File: src/rtl/debounce_strobe.sv
// ---------------------------------------------------------------------------
// debounce_strobe
//   Conditions one raw, possibly bouncy, asynchronous input for the
//   enable/preset flip-flop stage. A change on din is accepted only after
//   STABLE_CYCLES consecutive identical samples. Each accepted change updates
//   dout and produces a one-cycle strobe on en_out, plus rise/fall qualifiers.
//
//   Configuration macro: DEBOUNCE_SYNC_EN
//     defined   : two-flop synchronizer ahead of the FSM (latency +1 cycle)
//     undefined : single sample flop, din must already be clk-synchronous
//
//   Ports
//     clk     in   posedge clock
//     rst     in   asynchronous, active-high reset
//     din     in   raw input
//     dout    out  debounced level (registered)
//     en_out  out  one-cycle strobe on each accepted change
//     rise    out  one-cycle strobe, accepted change to 1
//     fall    out  one-cycle strobe, accepted change to 0
// ---------------------------------------------------------------------------
module debounce_strobe #(
   parameter int unsigned STABLE_CYCLES = 4,
   parameter logic        RESET_VAL     = 1'b1
) (
   input  logic clk,
   input  logic rst,
   input  logic din,
   output logic dout,
   output logic en_out,
   output logic rise,
   output logic fall
);

   localparam int unsigned CNT_W = $clog2(STABLE_CYCLES) + 1;
   localparam logic [CNT_W-1:0] CNT_LAST = CNT_W'(STABLE_CYCLES - 1);

   typedef enum logic {
      ST_STABLE = 1'b0,
      ST_CHECK  = 1'b1
   } state_t;

   state_t           state, state_nxt;
   logic [CNT_W-1:0] cnt, cnt_nxt;
   logic             dout_nxt;
   logic             en_nxt;
   logic             rise_nxt;
   logic             fall_nxt;
   logic             s;

   // Input sampler; resets to RESET_VAL so release never looks like a change
`ifdef DEBOUNCE_SYNC_EN
   logic sync_meta;
   logic sync_q;

   always_ff @(posedge clk or posedge rst) begin
      if (rst) begin
         sync_meta <= RESET_VAL;
         sync_q    <= RESET_VAL;
      end else begin
         sync_meta <= din;
         sync_q    <= sync_meta;
      end
   end
`else
   logic sync_q;

   always_ff @(posedge clk or posedge rst) begin
      if (rst) begin
         sync_q <= RESET_VAL;
      end else begin
         sync_q <= din;
      end
   end
`endif

   assign s = sync_q;

   // State, counter and registered outputs
   always_ff @(posedge clk or posedge rst) begin
      if (rst) begin
         state  <= ST_STABLE;
         cnt    <= '0;
         dout   <= RESET_VAL;
         en_out <= 1'b0;
         rise   <= 1'b0;
         fall   <= 1'b0;
      end else begin
         state  <= state_nxt;
         cnt    <= cnt_nxt;
         dout   <= dout_nxt;
         en_out <= en_nxt;
         rise   <= rise_nxt;
         fall   <= fall_nxt;
      end
   end

   // Next-state: count consecutive samples that differ from the current level
   always_comb begin
      state_nxt = state;
      cnt_nxt   = cnt;
      dout_nxt  = dout;
      en_nxt    = 1'b0;
      rise_nxt  = 1'b0;
      fall_nxt  = 1'b0;

      case (state)
         ST_STABLE: begin
            if (s != dout) begin
               state_nxt = ST_CHECK;
               cnt_nxt   = CNT_W'(1);
            end else begin
               cnt_nxt   = '0;
            end
         end
         ST_CHECK: begin
            if (s == dout) begin
               // Glitch: sample fell back before the run completed
               state_nxt = ST_STABLE;
               cnt_nxt   = '0;
            end else if (cnt == CNT_LAST) begin
               state_nxt = ST_STABLE;
               cnt_nxt   = '0;
               dout_nxt  = s;
               en_nxt    = 1'b1;
               rise_nxt  = s;
               fall_nxt  = ~s;
            end else begin
               cnt_nxt   = cnt + CNT_W'(1);
            end
         end
         default: begin
            state_nxt = ST_STABLE;
            cnt_nxt   = '0;
         end
      endcase
   end

endmodule

File: config.mk
export PLATFORM = sky130hd
export DESIGN_NAME = debounce_strobe
export DESIGN_NICKNAME = d
export VERILOG_FILES = /design/src/rtl/debounce_strobe.sv
export SDC_FILE = /design/constraint.sdc
export NUM_CORES = 1
export LEC_CHECK = 0
export CAP_MARGIN = 20
export CORE_AREA = 2 2 39 41
export DETAILED_ROUTE_END_ITERATION = 16
export DIE_AREA = 0 0 41 43
export GPL_TIMING_DRIVEN = 0
export PLACE_DENSITY = 0.42
export SYNTH_ARGS = -nofsm -noshare
export SYNTH_HDL_FRONTEND = slang
export SYNTH_SLANG_ARGS = --single-unit
export TNS_END_PERCENT = 30
File: constraint.sdc
create_clock -name clk -period 3.4 [get_ports clk]
set_input_delay 0.68 -clock clk [delete_from_list [all_inputs] [get_ports clk]]
set_output_delay 0.68 -clock clk [all_outputs]
set_load 0.005 [all_outputs]
==> results of run 1 <==
[stage by stage]
stage	utilization, %	instances
after detailed placement	30.9	45
after global routing	32.8	49
final	32.8	49
after floorplan	-	23
after CTS	32.8	49
after global placement	30.9	45
[cell type report]
cell class	instances	area, um2	share of cell area, %
sequential	9	228	50.1
clock buffer	4	26.3	5.79
tap	16	20.0	4.41
timing repair buffer	6	60.1	13.2
multi-input combinational	13	116	25.6
inverter	1	3.75	0.826
[final timing paths]
check                            startpoint          endpoint  slack [ns]
setup / recovery           dout$_DFFE_PP1P_              dout        1.38
hold / removal                  s$_DFF_PP1_    rise$_DFF_PP0_        0.55
setup reg to reg           cnt[0]$_DFF_PP0_  dout$_DFFE_PP1P_        2.20
hold reg to reg                 s$_DFF_PP1_    rise$_DFF_PP0_        0.55
max in group asynchronous               rst       s$_DFF_PP1_        2.43
min in group asynchronous               rst  en_out$_DFF_PP0_        0.68
[flip-flops by register name, summed over array words and instances, names as in the netlist]
register / flops
cnt: 3
state: 1
fall: 1
s: 1
rise: 1
en_out: 1
dout: 1
[cell families after synthesis]
| kind of cell | count (synthesis) |
|---|---|
| AOI/OAI and AO/OA | 1 |
| xor gates and xnor gates | 1 |
| DFF | 9 |
| adders and majority gates | 1 |
| buffers and inverters | 1 |
| muxes | 1 |
| and+or+nand+nor | 9 |
[power groups by stage]
| stage | combinational, mW | sequential, mW | clock, mW |
|---|---|---|---|
| 2_1_floorplan | 0.0533 | 0.157 | 0 |
| 3_3_place_gp | 0.0793 | 0.160 | 0 |
| 3_5_place_dp | 0.0814 | 0.161 | 0 |
| 4_1_cts | 0.0824 | 0.159 | 0.0845 |
| 5_1_grt | 0.0900 | 0.163 | 0.0904 |
| 6_report | 0.0818 | 0.159 | 0.0802 |
[per-layer routing]
layer	up-vias	GRT usage [%]
met2	7	11.9
met5	-	0
met4	0	10.0
met3	3	3.14
li1	97	-
met1	99	9.12
[synthesized netlist by cell type]
cell type	n	area [um2]
and2_2	2	15.0
and3_2	2	15.0
and4b_1	1	10.0
dfrtp_1	7	175
dfstp_2	2	52.6
ha_1	1	12.5
inv_1	1	3.75
mux2_4	1	15.0
nand2_2	1	6.26
nor2b_4	1	13.8
nor3b_1	2	15.0
o21ai_0	1	5.00
xor2_1	1	8.76
==> impl_metrics.toml, run 1 <==
[status]
status = "finished clean"

[timing]
fin_ws_ns = 1.38
hold_viol = 0
whs_ns = 0.552
setup_tns_ns = 0
worst_clock_skew_ns = 0.000673
slew_headroom_pct = 77.4
rsz0062_at_grt = "no"
fmax_mhz = 496
worstMarginPinSlew_ns = 0.338
period_minus_slack_ns = 2.02
finalMaxSlewViolations = 0
setup_viol = 0
fin_crit_sh_pct = 59.3

[clock_tree]
htreeDepth = 1
cts_resized = 0
cts.path.max_buffers = 2
cts-root-buf = "clkbuf_4"
cts_buffers = 3
tritoncts = "built"
clkTransAtPathRegs_ns = 0.06
cts_setup_buffers = 0
ctsHoldBuffers = 0
clock_latency_ns = 0.26
numClockSinks = 9

[layout]
mostFrequentLayoutCells = "dfrtp_1, clkdlybuf4s50_1, clkbuf_4"
nFillCells = 142
antennaDiodeCount = 0
drive_gt1_share_pct = 36.4
area.growth.synth_to_final_pct = 30.6
design_area_um2 = 454
layout_commonest_cell = "dfrtp_1"
layout.nets = 38

[synth]
yosysWarnings = 0
avgSynthCellArea_um2 = 15.1
synthXorXnorAreaFrac_pct = 2.52
synth_mux_area_share_pct = 4.32
synthesis.nets = 27
synth_area_um2 = 348
synth.distinct_cells = 13
synth_compound_area_share_pct = 1.44
synthAdderAreaFrac_pct = 3.60
synth_cells = 23
ys_seq_area_share_pct = 65.5
synth_seq_cells = 9
synth_top_family_by_area = "simple AND/OR/NAND/NOR gates"
synth-simple-area-share_pct = 21.6

[routing]
drtPass1Iterations = 1
drc = 0
drt_iter0_drc = 0
topRoutingLayerUsed = "met4"
routedWlPerCell_um = 10.8
routed_wl_um = 530
wl_met1_um = 223
vias = 206
antenna_left = 0
viasPerCell = 4.20
route.met3.wl_um = 18
wl_met2_um = 260

[floorplan]
core_um2 = 1380
io_pins = 7
rows = 14
initial_utilization_pct = 25.1
die_x_um = 41
die-area_um2 = 1760
die_h_um = 43

[global_routing]
antenna_found_initial = 0
grt_pass1_vias = 217
grt_max_degree = 10
overflow = 0
grt_usage_pct = 8.77
grt_pass1_wl_um = 931

[placed_design]
gp_congestion = 0.637
place_area_um2 = 428
place_ws_ns = 1.66
numPortBuffers = 6

[setup_path]
worstPathRequired_ns = 2.72
path_max_fanout = 5
cp.depth = 1
crit_slowest_cell = "dfstp_2"
max_stage_delay_ns = 0.57
cp.buffers_inverters = 1
reg2reg_depth = 4
startpoint_type = "flip-flop"
worstPathCellList = "clkdlybuf4s50_1"
critPathCaptureType = "primary output"
cp_top_family = "flip-flops"
crit_arrival_ns = 1.34
critical_path_class = "flip-flop to primary output"

[power]
leakage_nw = 0.211
ir_worst_vdd_v = 0.000209
swShare_pct = 26.5
p_clk_share_pct = 25.0
pwr-share-seq_pct = 49.5
p_per_area_nw_per_um2 = 706
p_int_uw = 236
pwr-share-comb_pct = 25.5
power.total_uw = 321
power_switching_uw = 85.1

[job]
maxCapViolations = 0

[hold_path]
whs_path_depth = 1
min_path_type = "flip-flop to flip-flop"
No activity file was read; power rests on OpenSTA's default activity.
==> inputs of run 2 (changes only) <==
clock period = 1.9 ns   (was 3.4 ns; I/O delays follow)
==> results of run 2 <==
Same layout as run 1 (identical final DEF). Status: finished clean.
Among the figures that moved: setup slack after placement 1.66 ns -> 0.458 ns; setup slack after layout 1.38 ns -> 0.184 ns; hold slack 0.552 ns -> 0.376 ns; register-to-register setup slack 2.20 ns -> 0.70 ns; total power 0.321 mW -> 0.574 mW; worst IR drop on VDD 0.000209 V -> 0.000375 V
==> inputs of run 3 (changes only) <==
PLACE_DENSITY = default   (was 0.42)
SLEW_MARGIN = 15   (was default)
==> run 3 against run 2 <==
Global-route usage shrank 0.72 points. Clock skew increased by 0.0075 ns. Sequential power about the same. Total power about the same. Combinational power hardly changed. Clock power about the same. Non-clock buffer count stayed put. Critical path depth stayed put. Critical endpoint unchanged. Largest power group unchanged. Highest routed layer is now met3.
==> impl_metrics.toml, run 3 (same netlist as run 1, synthesis figures left out) <==
[status]
status = "finished clean"

[clock_tree]
htreeDepth = 1
numClockSinks = 9
cts_resized = 0
cts_buffers = 3
clkTransAtPathRegs_ns = 0.06
cts.path.max_buffers = 2
cts_setup_buffers = 0
ctsHoldBuffers = 0
cts-root-buf = "clkbuf_4"
tritoncts = "built"
clock_latency_ns = 0.26

[timing]
hold_viol = 0
fin_ws_ns = 0.172
slew_headroom_pct = 78.0
finalMaxSlewViolations = 0
period_minus_slack_ns = 1.73
rsz0062_at_grt = "no"
fin_crit_sh_pct = 90.9
setup_tns_ns = 0
worstMarginPinSlew_ns = 0.329
worst_clock_skew_ns = 0.00814
fmax_mhz = 579
setup_viol = 0
whs_ns = 0.370

[layout]
largest_reg_flops = 3
layout.nets = 38
largest_register = "cnt"
design_area_um2 = 454
antennaDiodeCount = 0
mostFrequentLayoutCells = "dfrtp_1, clkdlybuf4s50_1, clkbuf_4"
area.growth.synth_to_final_pct = 30.6
layout_commonest_cell = "dfrtp_1"
nFillCells = 134
postLayoutCoreUtil_pct = 32.8
drive_gt1_share_pct = 36.4
stdcell_count = 49

[placed_design]
numPortBuffers = 6
dpl.hpwl_um = 394
dp.cells = 45
place_ws_ns = 0.453
gp_congestion = 0.651
place_area_um2 = 428

[setup_path]
crit_slowest_cell = "dfstp_2"
critical_path_class = "flip-flop to primary output"
cp_top_family = "flip-flops"
path_max_fanout = 5
max_stage_delay_ns = 0.58
worstPathRequired_ns = 1.52
startpoint_type = "flip-flop"
crit_arrival_ns = 1.35
cp.buffers_inverters = 1
critPathCaptureType = "primary output"
worstPathCellList = "clkdlybuf4s50_1"

[global_routing]
grt_pass1_vias = 219
grt_max_degree = 10
grt_usage_pct = 8.04
antenna_found_initial = 0
grt_pass1_wl_um = 890
overflow = 0

[routing]
drc = 0
antenna_left = 0
vias = 203
viasPerCell = 4.14
routed_wl_um = 533
drt_iter0_drc = 0
drtPass1Iterations = 1
routedWlPerCell_um = 10.9

[job]
maxCapViolations = 0

[floorplan]
io_pins = 7
die_x_um = 41
rows = 14
initial_utilization_pct = 25.1
core_um2 = 1380
die_h_um = 43
die-area_um2 = 1760

[power]
leakage_nw = 0.211
pwr-share-seq_pct = 49.8
power.total_uw = 574
p_per_area_nw_per_um2 = 1260
power_switching_uw = 152
ir_worst_vdd_v = 0.000516
swShare_pct = 26.4
p_clk_share_pct = 25.3
p_int_uw = 422
pwr-share-comb_pct = 24.9

[hold_path]
min_path_type = "primary input to asynchronous set/reset pin"
## run 3: cell counts in the layout (fill, tap and decap cells not counted)
Identical to the previous run, type by type.
## run 3: path summary, 6_finish.rpt
kind | start | endpoint | slack, ns | depth (start not counted)
min in group clk | din | s$_DFF_PP1_ | 0.54 | 1
hold reg to reg | s$_DFF_PP1_ | rise$_DFF_PP0_ | 0.55 | 1
hold / removal | rst | rise$_DFF_PP0_ | 0.37 | 2
max in group asynchronous | rst | s$_DFF_PP1_ | 1.23 | 2
setup / recovery | dout$_DFFE_PP1P_ | dout | 0.17 | 1
setup reg to reg | cnt[0]$_DFF_PP0_ | dout$_DFFE_PP1P_ | 0.71 | 4
## run 3: layout make-up
class,count,area [um2],area share (%)
Sequential cell,9,228,50.1
Multi-Input combinational cell,13,116,25.6
Timing Repair Buffer,6,60.1,13.2
Clock buffer,4,26.3,5.79
Tap cell,16,20.0,4.41
Inverter,1,3.75,0.826
## run 3: worst register-to-register path, delay by kind of cell, from the launching register on
family        cells  cell delay (ns)
fa+ha+maj         1             0.21
flops             1             0.38
mux               1             0.30
simple gates      2             0.23
## run 3: metal layers
| layer | vias to the layer above | track usage (%) | wire length [um] |
|---|---|---|---|
| met4 | 0 | 6.00 | 0 |
| met5 | - | 0 | 0 |
| met2 | 7 | 11.3 | 258 |
| met1 | 100 | 9.09 | 234 |
| li1 | 96 | - | - |
| met3 | 0 | 3.66 | 39 |
## run 3: power by group through the flow
stage	Sequential [mW]	Clock [mW]	Combinational [mW]
3_5_place_dp	0.289	0	0.144
5_1_grt	0.294	0.165	0.162
4_1_cts	0.287	0.150	0.146
6_report	0.286	0.145	0.143
2_1_floorplan	0.281	0	0.0954
3_3_place_gp	0.287	0	0.140
